===== src/rtl/tile_pkg.sv =====
// Shared screen geometry, tile indices and event record for the tile plot decoder.
package tile_pkg;

  localparam logic [7:0] SCREEN_W = 8'd160;
  localparam logic [7:0] SCREEN_H = 8'd120;
  localparam logic [7:0] HALF_W   = 8'd80;
  localparam logic [7:0] HALF_H   = 8'd60;

  localparam logic [1:0] TILE_TL = 2'd0;
  localparam logic [1:0] TILE_TR = 2'd1;
  localparam logic [1:0] TILE_BL = 2'd2;
  localparam logic [1:0] TILE_BR = 2'd3;

  typedef struct packed {
    logic [1:0] tile;
    logic [2:0] colour;
    logic       lit;
  } tile_event_t;

  typedef enum logic {
    ST_IDLE,
    ST_RUN
  } run_state_t;

  function automatic logic [1:0] tile_of(input logic [7:0] px, input logic [7:0] py);
    logic right;
    logic bottom;
    right  = (px >= HALF_W);
    bottom = (py >= HALF_H);
    unique case ({bottom, right})
      2'b00:   tile_of = TILE_TL;
      2'b01:   tile_of = TILE_TR;
      2'b10:   tile_of = TILE_BL;
      default: tile_of = TILE_BR;
    endcase
  endfunction

endpackage


===== src/rtl/event_fifo.sv =====
// Small valid/ready event queue; head is read straight from registered storage.
module event_fifo
  import tile_pkg::*;
#(
  parameter int unsigned DEPTH = 4
) (
  input  logic        clock,
  input  logic        reset,
  input  logic        push_i,
  input  tile_event_t data_i,
  input  logic        pop_i,
  output tile_event_t head_o,
  output logic        empty_o,
  output logic        full_o
);

  localparam int unsigned PTR_W = $clog2(DEPTH);
  localparam int unsigned CNT_W = PTR_W + 1;
  localparam logic [CNT_W-1:0] FULL_CNT = CNT_W'(DEPTH);

  tile_event_t      mem_q [DEPTH];
  logic [PTR_W-1:0] rd_q, rd_d;
  logic [PTR_W-1:0] wr_q, wr_d;
  logic [CNT_W-1:0] cnt_q, cnt_d;
  logic             do_push;
  logic             do_pop;

  assign empty_o = (cnt_q == '0);
  assign full_o  = (cnt_q == FULL_CNT);
  assign do_pop  = pop_i && !empty_o;
  // A pop frees the slot the same cycle, so a full queue still accepts.
  assign do_push = push_i && (!full_o || do_pop);

  always_comb begin
    rd_d  = rd_q;
    wr_d  = wr_q;
    cnt_d = cnt_q;
    if (do_push) wr_d = wr_q + PTR_W'(1);
    if (do_pop)  rd_d = rd_q + PTR_W'(1);
    unique case ({do_push, do_pop})
      2'b10:   cnt_d = cnt_q + CNT_W'(1);
      2'b01:   cnt_d = cnt_q - CNT_W'(1);
      default: cnt_d = cnt_q;
    endcase
  end

  always_ff @(posedge clock or posedge reset) begin
    if (reset) begin
      rd_q  <= '0;
      wr_q  <= '0;
      cnt_q <= '0;
    end else begin
      rd_q  <= rd_d;
      wr_q  <= wr_d;
      cnt_q <= cnt_d;
    end
  end

  always_ff @(posedge clock) begin
    if (do_push) mem_q[wr_q] <= data_i;
  end

  assign head_o = empty_o ? '0 : mem_q[rd_q];

endmodule


===== src/rtl/tile_plot_decoder.sv =====
// Passive pixel-bus observer: rebuilds whole-tile fills from the plot stream
// and queues one {tile, colour, lit} event per completed SIDE*SIDE run.
module tile_plot_decoder
  import tile_pkg::*;
#(
  parameter int unsigned SIDE  = 16,
  parameter int unsigned DEPTH = 4
) (
  input  logic       clock,
  input  logic       reset,
  input  logic       plot,
  input  logic [7:0] x,
  input  logic [7:0] y,
  input  logic [2:0] colour,
  output logic       ev_valid,
  input  logic       ev_ready,
  output logic [1:0] ev_tile,
  output logic [2:0] ev_colour,
  output logic       ev_lit,
  output logic       overflow,
  output logic [7:0] abort_count,
  input  logic       clear_stats
);

  localparam int unsigned FILL  = SIDE * SIDE;
  localparam int unsigned CNT_W = $clog2(FILL) + 1;
  localparam logic [CNT_W-1:0] FILL_CNT = CNT_W'(FILL);

  logic             in_valid_q;
  logic [1:0]       in_tile_q;
  logic [2:0]       in_colour_q;

  run_state_t       state_q, state_d;
  logic [1:0]       run_tile_q, run_tile_d;
  logic [2:0]       run_colour_q, run_colour_d;
  logic [CNT_W-1:0] run_cnt_q, run_cnt_d;

  logic             extend;
  logic             abort;
  logic             push;
  logic             drop;
  tile_event_t      push_ev;
  tile_event_t      head;
  logic             fifo_empty;
  logic             fifo_full;

  logic             overflow_q;
  logic [7:0]       abort_cnt_q;

  // Off-screen pixels are squashed here so they never reach the tracker.
  always_ff @(posedge clock or posedge reset) begin
    if (reset) begin
      in_valid_q  <= 1'b0;
      in_tile_q   <= '0;
      in_colour_q <= '0;
    end else begin
      in_valid_q  <= plot && (x < SCREEN_W) && (y < SCREEN_H);
      in_tile_q   <= tile_of(x, y);
      in_colour_q <= colour;
    end
  end

  assign extend = in_valid_q && (state_q == ST_RUN) &&
                  (in_tile_q == run_tile_q) && (in_colour_q == run_colour_q);

  always_ff @(posedge clock or posedge reset) begin
    if (reset) begin
      state_q      <= ST_IDLE;
      run_tile_q   <= '0;
      run_colour_q <= '0;
      run_cnt_q    <= '0;
    end else begin
      state_q      <= state_d;
      run_tile_q   <= run_tile_d;
      run_colour_q <= run_colour_d;
      run_cnt_q    <= run_cnt_d;
    end
  end

  always_comb begin
    state_d      = state_q;
    run_tile_d   = run_tile_q;
    run_colour_d = run_colour_q;
    run_cnt_d    = run_cnt_q;
    if (in_valid_q) begin
      if (extend) begin
        run_cnt_d = run_cnt_q + CNT_W'(1);
      end else begin
        run_cnt_d    = CNT_W'(1);
        run_tile_d   = in_tile_q;
        run_colour_d = in_colour_q;
      end
      state_d = (run_cnt_d == FILL_CNT) ? ST_IDLE : ST_RUN;
    end
  end

  // Completion is the only way a valid pixel leaves the tracker in IDLE.
  always_comb begin
    abort   = 1'b0;
    push    = 1'b0;
    push_ev = '0;
    if (in_valid_q) begin
      abort = (state_q == ST_RUN) && !extend;
      push  = (state_d == ST_IDLE);
    end
    push_ev.tile   = run_tile_d;
    push_ev.colour = run_colour_d;
    push_ev.lit    = (run_colour_d != '0);
  end

  event_fifo #(
    .DEPTH(DEPTH)
  ) u_fifo (
    .clock   (clock),
    .reset   (reset),
    .push_i  (push),
    .data_i  (push_ev),
    .pop_i   (ev_ready),
    .head_o  (head),
    .empty_o (fifo_empty),
    .full_o  (fifo_full)
  );

  assign drop = push && fifo_full && !(ev_ready && !fifo_empty);

  always_ff @(posedge clock or posedge reset) begin
    if (reset) begin
      overflow_q  <= 1'b0;
      abort_cnt_q <= '0;
    end else if (clear_stats) begin
      overflow_q  <= 1'b0;
      abort_cnt_q <= '0;
    end else begin
      if (drop) overflow_q <= 1'b1;
      if (abort && (abort_cnt_q != '1)) abort_cnt_q <= abort_cnt_q + 8'd1;
    end
  end

  assign ev_valid    = !fifo_empty;
  assign ev_tile     = head.tile;
  assign ev_colour   = head.colour;
  assign ev_lit      = head.lit;
  assign overflow    = overflow_q;
  assign abort_count = abort_cnt_q;

endmodule


===== config.mk =====
export PLATFORM = sky130hd
export DESIGN_NAME = tile_plot_decoder
export DESIGN_NICKNAME = d
export VERILOG_FILES = /design/src/rtl/tile_pkg.sv /design/src/rtl/event_fifo.sv /design/src/rtl/tile_plot_decoder.sv
export SDC_FILE = /design/constraint.sdc
export NUM_CORES = 1
export LEC_CHECK = 0
export BUFFER_PORTS_ARGS = -buffer_cell sky130_fd_sc_hd__buf_4
export CORE_AREA = 5 5 76 78
export CTS_BUF_LIST = sky130_fd_sc_hd__clkbuf_2
export CTS_CLUSTER_DIAMETER = 200
export DETAILED_ROUTE_END_ITERATION = 7
export DIE_AREA = 0 0 81 83
export GPL_TIMING_DRIVEN = 0
export PLACE_DENSITY = 0.86
export SLEW_MARGIN = 0
export SYNTH_ARGS = -nofsm -noshare
export SYNTH_HDL_FRONTEND = slang
export SYNTH_HIERARCHICAL = 1
export SYNTH_SLANG_ARGS = --single-unit

===== constraint.sdc =====
create_clock -name clock -period 5.4 [get_ports clock]
set_clock_uncertainty 0.2 [all_clocks]
set_input_delay 0.54 -clock clock [delete_from_list [all_inputs] [get_ports clock]]
set_output_delay 0.54 -clock clock [all_outputs]
set_load 0.01 [all_outputs]

==> impl_metrics.py, run 1 <==
metrics = {
    "status": {
        "status": "complete, no violations",
    },
    "timing": {
        "fin_crit_ns": 3.38,
        "final-hold-violation-count": 0,
        "slew_viol_final": 0,
        "setup_viol": 0,
        "finalHoldWorstSlack_ns": 0.0674,
        "max_freq_mhz": 296,
        "tightest_slew_ns": 0.465,
        "finalSetupTns_ns": 0,
        "period_share_pct": 62.6,
        "slew_headroom_pct": 69.0,
        "rsz0062_at_grt": "no",
    },
    "placement": {
        "gp_congestion": 0.860,
        "io_buffers": 33,
        "dp.cells": 365,
        "hpwlAfterDp_um": 4050,
    },
    "clock_tree": {
        "cts_root_buf": "clkbuf_2",
        "clk_pin_slew_ns": 0.16,
        "cts_made_buffers": 9,
        "clock-sinks": 61,
        "cts_buffer_depth": 2,
        "clock_latency_ns": 0.45,
        "htreeDepth": 3,
        "postCtsSetupBuffers": 0,
        "cts_tree": "done",
    },
    "synthesis": {
        "synth_edf_count": 24,
        "synthCells": 262,
        "synth_seq_cells": 61,
        "synth_fp_nets": 293,
        "synth_area_leaders": "dfrtp_1 30%, edfxtp_1 23%, mux4_2 4.4%",
        "netlist_area_um2": 3070,
        "synth_top_cell_area_share_pct": 30.2,
        "synthArstFlopShare_pct": 60.7,
        "syn_avg_cell_area_um2": 11.7,
        "synth_area_leader_cell": "dfrtp_1",
        "ys.flop_type": "dfrtp_1",
        "ys_seq_area_share_pct": 53.7,
        "synth_warnings": 6,
        "synth_cell_types": 58,
    },
    "critical_path": {
        "path_max_fanout": 10,
        "end_kind": "flip-flop",
        "worstSetupPathType": "reg2reg",
        "cp.arrival_ns": 3.58,
        "cp-start-kind": "flip-flop",
        "critPathRequiredTime_ns": 5.60,
    },
    "die": {
        "core_um2": 5010,
        "io_pins": 40,
        "start_util_pct": 61.2,
        "die-area_um2": 6720,
        "die_h_um": 83,
        "dieWidth_um": 81,
        "fp-row-count": 26,
    },
    "grt": {
        "grt_start_max_net_pins": 31,
        "track_usage_pct": 19.2,
        "grt_pass1_wl_um": 9800,
        "first_global_vias": 2124,
        "grt-ovfl-total": 0,
        "antenna_found_initial": 0,
    },
    "run": {
        "maxCapViolCount": 0,
    },
    "final_layout": {
        "layout_commonest_cell": "dfrtp_1",
        "post_layout_nonfiller_instances": 386,
        "drive_gt1_share_pct": 27.5,
        "finalNetCount": 342,
        "n_fill_cell": 394,
        "antenna-diode-count": 0,
        "layout_common_cells": "37 x dfrtp_1, 34 x buf_4, 24 x edfxtp_1",
        "syn_to_final_growth_pct": 18.1,
    },
    "route": {
        "vias": 2187,
        "postRouteWirelength_um": 5900,
        "vias_per_cell": 5.67,
        "drtIter0Drc": 127,
        "wire_per_inst_um": 15.3,
        "drt_pre_antenna_iters": 4,
        "ant_nets": 0,
        "route.detailed.drc": 0,
    },
    "power": {
        "ir_drop_mv": 0.251,
        "power.total_mw": 1.25,
        "leakage_nw": 1.47,
        "cellPowerDensity_nw_per_um2": 345,
    },
    "min_path": {
        "hold_class": "in2reg",
    },
}
-- flip-flops by register name (all words and copies together) (netlist names), 2 cells and up --
register / flops
u_fifo/mem_q: 24
run_colour_q: 3
abort_count: 8
u_fifo/rd_q: 2
u_fifo/cnt_q: 3
u_fifo/wr_q: 2
run_tile_q: 2
run_cnt_q: 9
in_tile_q: 2
in_colour_q: 3
-- routing by layer --
metal	GRT usage (%)	part of all wire, %	wire length, µm
met2	31.6	50	2970
met5	0	0	0
met4	8.91	1.9	114
met3	4.44	4.3	251
met1	23.4	43	2560
-- critical path, stage by stage, from the launching register on --
cell and delay, ns:
dfrtp_1 0.46, ha_1 0.28, nand2_1 0.13, nor3_1 0.27, xnor2_1 0.16, nor4_1 0.41
buf_2 0.29, or2_2 0.15, fa_1 0.17, nand2_1 0.07, or4_2 0.61, nand3_1 0.11
-- stage by stage --
stage | setup slack [ns] | utilization (%) | cell area, µm²
floorplan | 2.46 | - | 3070
global placement | 2.14 | 67.9 | 3400
detailed placement | 2.06 | 67.9 | 3400
CTS | 2.02 | 71.8 | 3600
global route | 1.74 | 72.3 | 3620
finish | 2.02 | 72.3 | 3620
-- cell usage after synthesis (all sizes together) (7+ instances only) --
cell / n
edfxtp: 24
xnor2: 9
dfrtp: 37
o21ai: 9
and2: 11
nand3: 10
nand4: 7
nor2: 14
a21oi: 8
buf: 8
mux2: 9
nand2: 21
inv: 14
o31ai: 8
-- where the power goes --
group          internal [mW]  switching [mW]  leakage (nW)
clock network          0.198           0.155        0.0910
logic                  0.179           0.170         0.700
registers              0.520          0.0264         0.680
total                  0.897           0.351          1.47
-- final timing paths --
kind	start	to	slack (ns)	cells past startpoint
worst max register to register	run_cnt_q[1]	u_fifo/cnt_q[2]	2.02	11
worst max-delay path	run_cnt_q[1]	u_fifo/cnt_q[2]	2.02	11
worst min register to register	overflow	overflow	0.32	1
worst min-delay path	y[7]	in_tile_q[1]	0.07	3
max in group asynchronous	reset	run_colour_q[0]	4.18	4
min in group asynchronous	reset	u_fifo/cnt_q[2]	0.39	3
-- cells by family (layout without fill, tap and decap cells) --
kind of cell | count (synthesis) | in the layout | synth area share, %
mux | 17 | 17 | 8.48
fa+ha+maj | 7 | 7 | 3.10
buf+inv | 26 | 80 | 4.00
xor+xnor | 13 | 13 | 3.71
compound gates | 42 | 42 | 9.46
flops | 61 | 61 | 53.7
simple gates | 96 | 96 | 17.6
-- layout make-up --
class	instances	area (µm²)	area share (%)
sequential	61	1650	45.4
inverter	14	52.6	1.45
tap	70	87.6	2.42
timing repair buffer	38	315	8.70
multi-input combinational	175	1300	35.8
clock buffer	10	50.0	1.38
clock inverter	6	103	2.83
buffer	12	70.1	1.93
-- repair_timing --
action,4_1_cts,5_1_grt
setup endpoints to repair,0,0
hold buffers,4,0
endpoints found under the hold margin,10,0
gates resized for setup,0,0
(Power assumes the default switching activity.)
==> run 2: changes to the inputs <==
--- a/config.mk
+++ b/config.mk
@@ -5,14 +5,15 @@
 export SDC_FILE = /design/constraint.sdc
 export NUM_CORES = 1
 export LEC_CHECK = 0
+export ABC_AREA = 1
 export BUFFER_PORTS_ARGS = -buffer_cell sky130_fd_sc_hd__buf_4
-export CORE_AREA = 5 5 76 78
+export CORE_AREA = 5 5 81 83
 export CTS_BUF_LIST = sky130_fd_sc_hd__clkbuf_2
 export CTS_CLUSTER_DIAMETER = 200
 export DETAILED_ROUTE_END_ITERATION = 7
-export DIE_AREA = 0 0 81 83
+export DIE_AREA = 0 0 86 88
 export GPL_TIMING_DRIVEN = 0
-export PLACE_DENSITY = 0.86
+export PLACE_DENSITY = 0.78
 export SLEW_MARGIN = 0
 export SYNTH_ARGS = -nofsm -noshare
 export SYNTH_HDL_FRONTEND = slang
==> constraint.sdc (replaced) <==
create_clock -name clock -period 2.85 [get_ports clock]
set_clock_uncertainty 0.2 [all_clocks]
set_input_delay 0.285 -clock clock [delete_from_list [all_inputs] [get_ports clock]]
set_output_delay 0.285 -clock clock [all_outputs]
set_load 0.01 [all_outputs]
==> impl_metrics.py, run 2 <==
metrics = {
    "critical_path": {
        "worstSetupPathType": "reg2reg",
        "cp-start-kind": "flip-flop",
        "critPathRequiredTime_ns": 2.76,
        "end_kind": "flip-flop",
        "path_max_fanout": 7,
        "cp.arrival_ns": 2.56,
    },
    "final_layout": {
        "antenna-diode-count": 0,
        "max_flop_register": "u_fifo/mem_q",
        "drive_gt1_share_pct": 19.3,
        "n_fill_cell": 488,
        "finalNetCount": 414,
        "post_layout_nonfiller_instances": 463,
        "largest_reg_flops": 24,
        "fin_util_pct": 62.7,
        "layout_common_cells": "61 x nand2_1, 46 x inv_1, 46 x nor2_1",
        "design_area_um2": 3620,
        "layout_commonest_cell": "nand2_1",
        "syn_to_final_growth_pct": 21.6,
    },
    "grt": {
        "first_global_vias": 2416,
        "grt_pass1_wl_um": 10800,
        "grt-ovfl-total": 0,
        "track_usage_pct": 18.5,
        "antenna_found_initial": 0,
        "grt_start_max_net_pins": 31,
    },
    "synthesis": {
        "synthArstFlopShare_pct": 60.7,
        "synth_cell_types": 40,
        "synth_edf_count": 24,
        "synth_warnings": 6,
        "synthCells": 326,
        "ys.flop_type": "dfrtp_1",
        "synth_top_cell_area_share_pct": 31.1,
        "netlist_area_um2": 2980,
        "syn_avg_cell_area_um2": 9.14,
        "synth_common_cells": "61 x nand2_1, 48 x nor2_1, 46 x inv_1",
        "synth_seq_cells": 61,
        "synth_fp_nets": 357,
        "synth_area_leader_cell": "dfrtp_1",
        "ys_seq_area_share_pct": 55.2,
        "synth_area_leaders": "dfrtp_1 31%, edfxtp_1 24%, nand2_1 7.7%",
        "synth_most_common_cell": "nand2_1",
    },
    "die": {
        "core_um2": 5780,
        "die_h_um": 88,
        "dieWidth_um": 86,
        "fp-row-count": 28,
        "io_pins": 40,
        "die-area_um2": 7570,
        "start_util_pct": 51.6,
    },
    "power": {
        "p_sw_share_pct": 32.8,
        "ir_drop_mv": 0.373,
        "leakage_nw": 1.70,
        "cellPowerDensity_nw_per_um2": 704,
        "power.total_mw": 2.55,
        "power_frac_comb_pct": 32.0,
        "power.switching_uw": 837,
        "intPower_mw": 1.71,
        "pwr-share-clk_pct": 26.4,
        "pwr-share-seq_pct": 41.6,
    },
    "clock_tree": {
        "clk_pin_slew_ns": 0.17,
        "cts_tree": "done",
        "cts_made_buffers": 9,
        "clock_latency_ns": 0.45,
        "clock-sinks": 61,
        "htreeDepth": 3,
        "cts_buffer_depth": 2,
        "cts_root_buf": "clkbuf_2",
    },
    "status": {
        "status": "complete, no violations",
    },
    "run": {
        "maxCapViolCount": 0,
    },
    "timing": {
        "rsz0062_at_grt": "yes",
        "finalHoldWorstSlack_ns": 0.113,
        "period_share_pct": 93.2,
        "slew_headroom_pct": 22.1,
        "final-hold-violation-count": 0,
        "finalSetupTns_ns": 0,
        "setup_viol": 0,
        "fin_crit_ns": 2.66,
        "setup_ws_ns": 0.194,
        "slew_viol_final": 0,
        "max_freq_mhz": 376,
        "tightest_slew_ns": 1.17,
    },
    "route": {
        "drt_pre_antenna_iters": 4,
        "vias_per_cell": 5.05,
        "wire_per_inst_um": 13.6,
        "vias": 2337,
        "ant_nets": 0,
        "drtIter0Drc": 134,
        "postRouteWirelength_um": 6300,
        "route.detailed.drc": 0,
    },
    "placement": {
        "dp.cells": 434,
        "hpwlAfterDp_um": 4520,
        "placed_cell_area_um2": 3320,
        "gp_congestion": 0.870,
        "dp_slack_ns": 0.0206,
        "io_buffers": 33,
    },
    "min_path": {
        "hold_class": "in2async",
    },
}
-- run 2: final timing paths --
check,from,endpoint,slack (ns),depth (start not counted)
setup / recovery,run_cnt_q[0],u_fifo/mem_q[3][2],0.19,10
hold / removal,reset,u_fifo/wr_q[1],0.11,3
setup reg to reg,run_cnt_q[0],u_fifo/mem_q[3][2],0.19,10
hold reg to reg,overflow,overflow,0.33,2
max in group asynchronous,reset,run_tile_q[0],1.26,3
min in group clock,colour[0],in_colour_q[0],0.27,2
-- run 2: power by group through the flow --
stage               clock network (mW)  registers (mW)  logic (mW)
finish                           0.672            1.06       0.818
global route                     0.728            1.07       0.936
CTS                              0.687            1.06       0.814
detailed placement                   0            1.08       0.798
global placement                     0            1.07       0.766
floorplan                            0            1.07       0.524
-- run 2: timing repair --
action                     in CTS  in global routing
hold buffers                   12                  0
cloned                          0                  0
hold endpoints to repair       52                  0
pin swaps                       0                  0
resized for setup               1                  5
buffers inserted                0                  1
setup endpoints to repair       6                 26
-- run 2: routing by layer --
metal	GRT usage [%]	wire, µm	vias to the layer above
met5	0	0	-
li1	-	-	1172
met4	8.35	113	0
met2	32.4	3280	48
met3	4.05	234	8
met1	21.8	2670	1109
-- run 2: final cells by class --
class / instances / area [µm²] / area share [%]
Sequential cell: 61 / 1650 / 45.4
Multi-Input combinational cell: 210 / 1130 / 31.3
Timing Repair Buffer: 46 / 375 / 10.4
Inverter: 50 / 191 / 5.28
Clock inverter: 6 / 101 / 2.80
Tap cell: 75 / 93.8 / 2.59
Clock buffer: 10 / 50.0 / 1.38
Buffer: 5 / 32.5 / 0.898
-- run 2: worst max-delay path, cell delays in order, from the launching register on --
cell and delay (ns):
dfrtp_1 0.45, ha_2 0.22, nand2_1 0.11, nor2_4 0.16, nand3_1 0.08, nand2_1 0.07
nand2_1 0.07, nor2_1 0.12, and3_2 0.28, o21ai_4 0.11, nor2_1 0.44
-- run 2: kinds of logic after synthesis --
group                      Yosys count  share of synthesized area (%)
and+or+nand+nor                    146                           21.9
buffers and inverters               55                           7.51
AOI/OAI and AO/OA                   51                           10.4
adders and majority gates            7                           3.19
DFF                                 61                           55.2
xor gates and xnor gates             6                           1.76
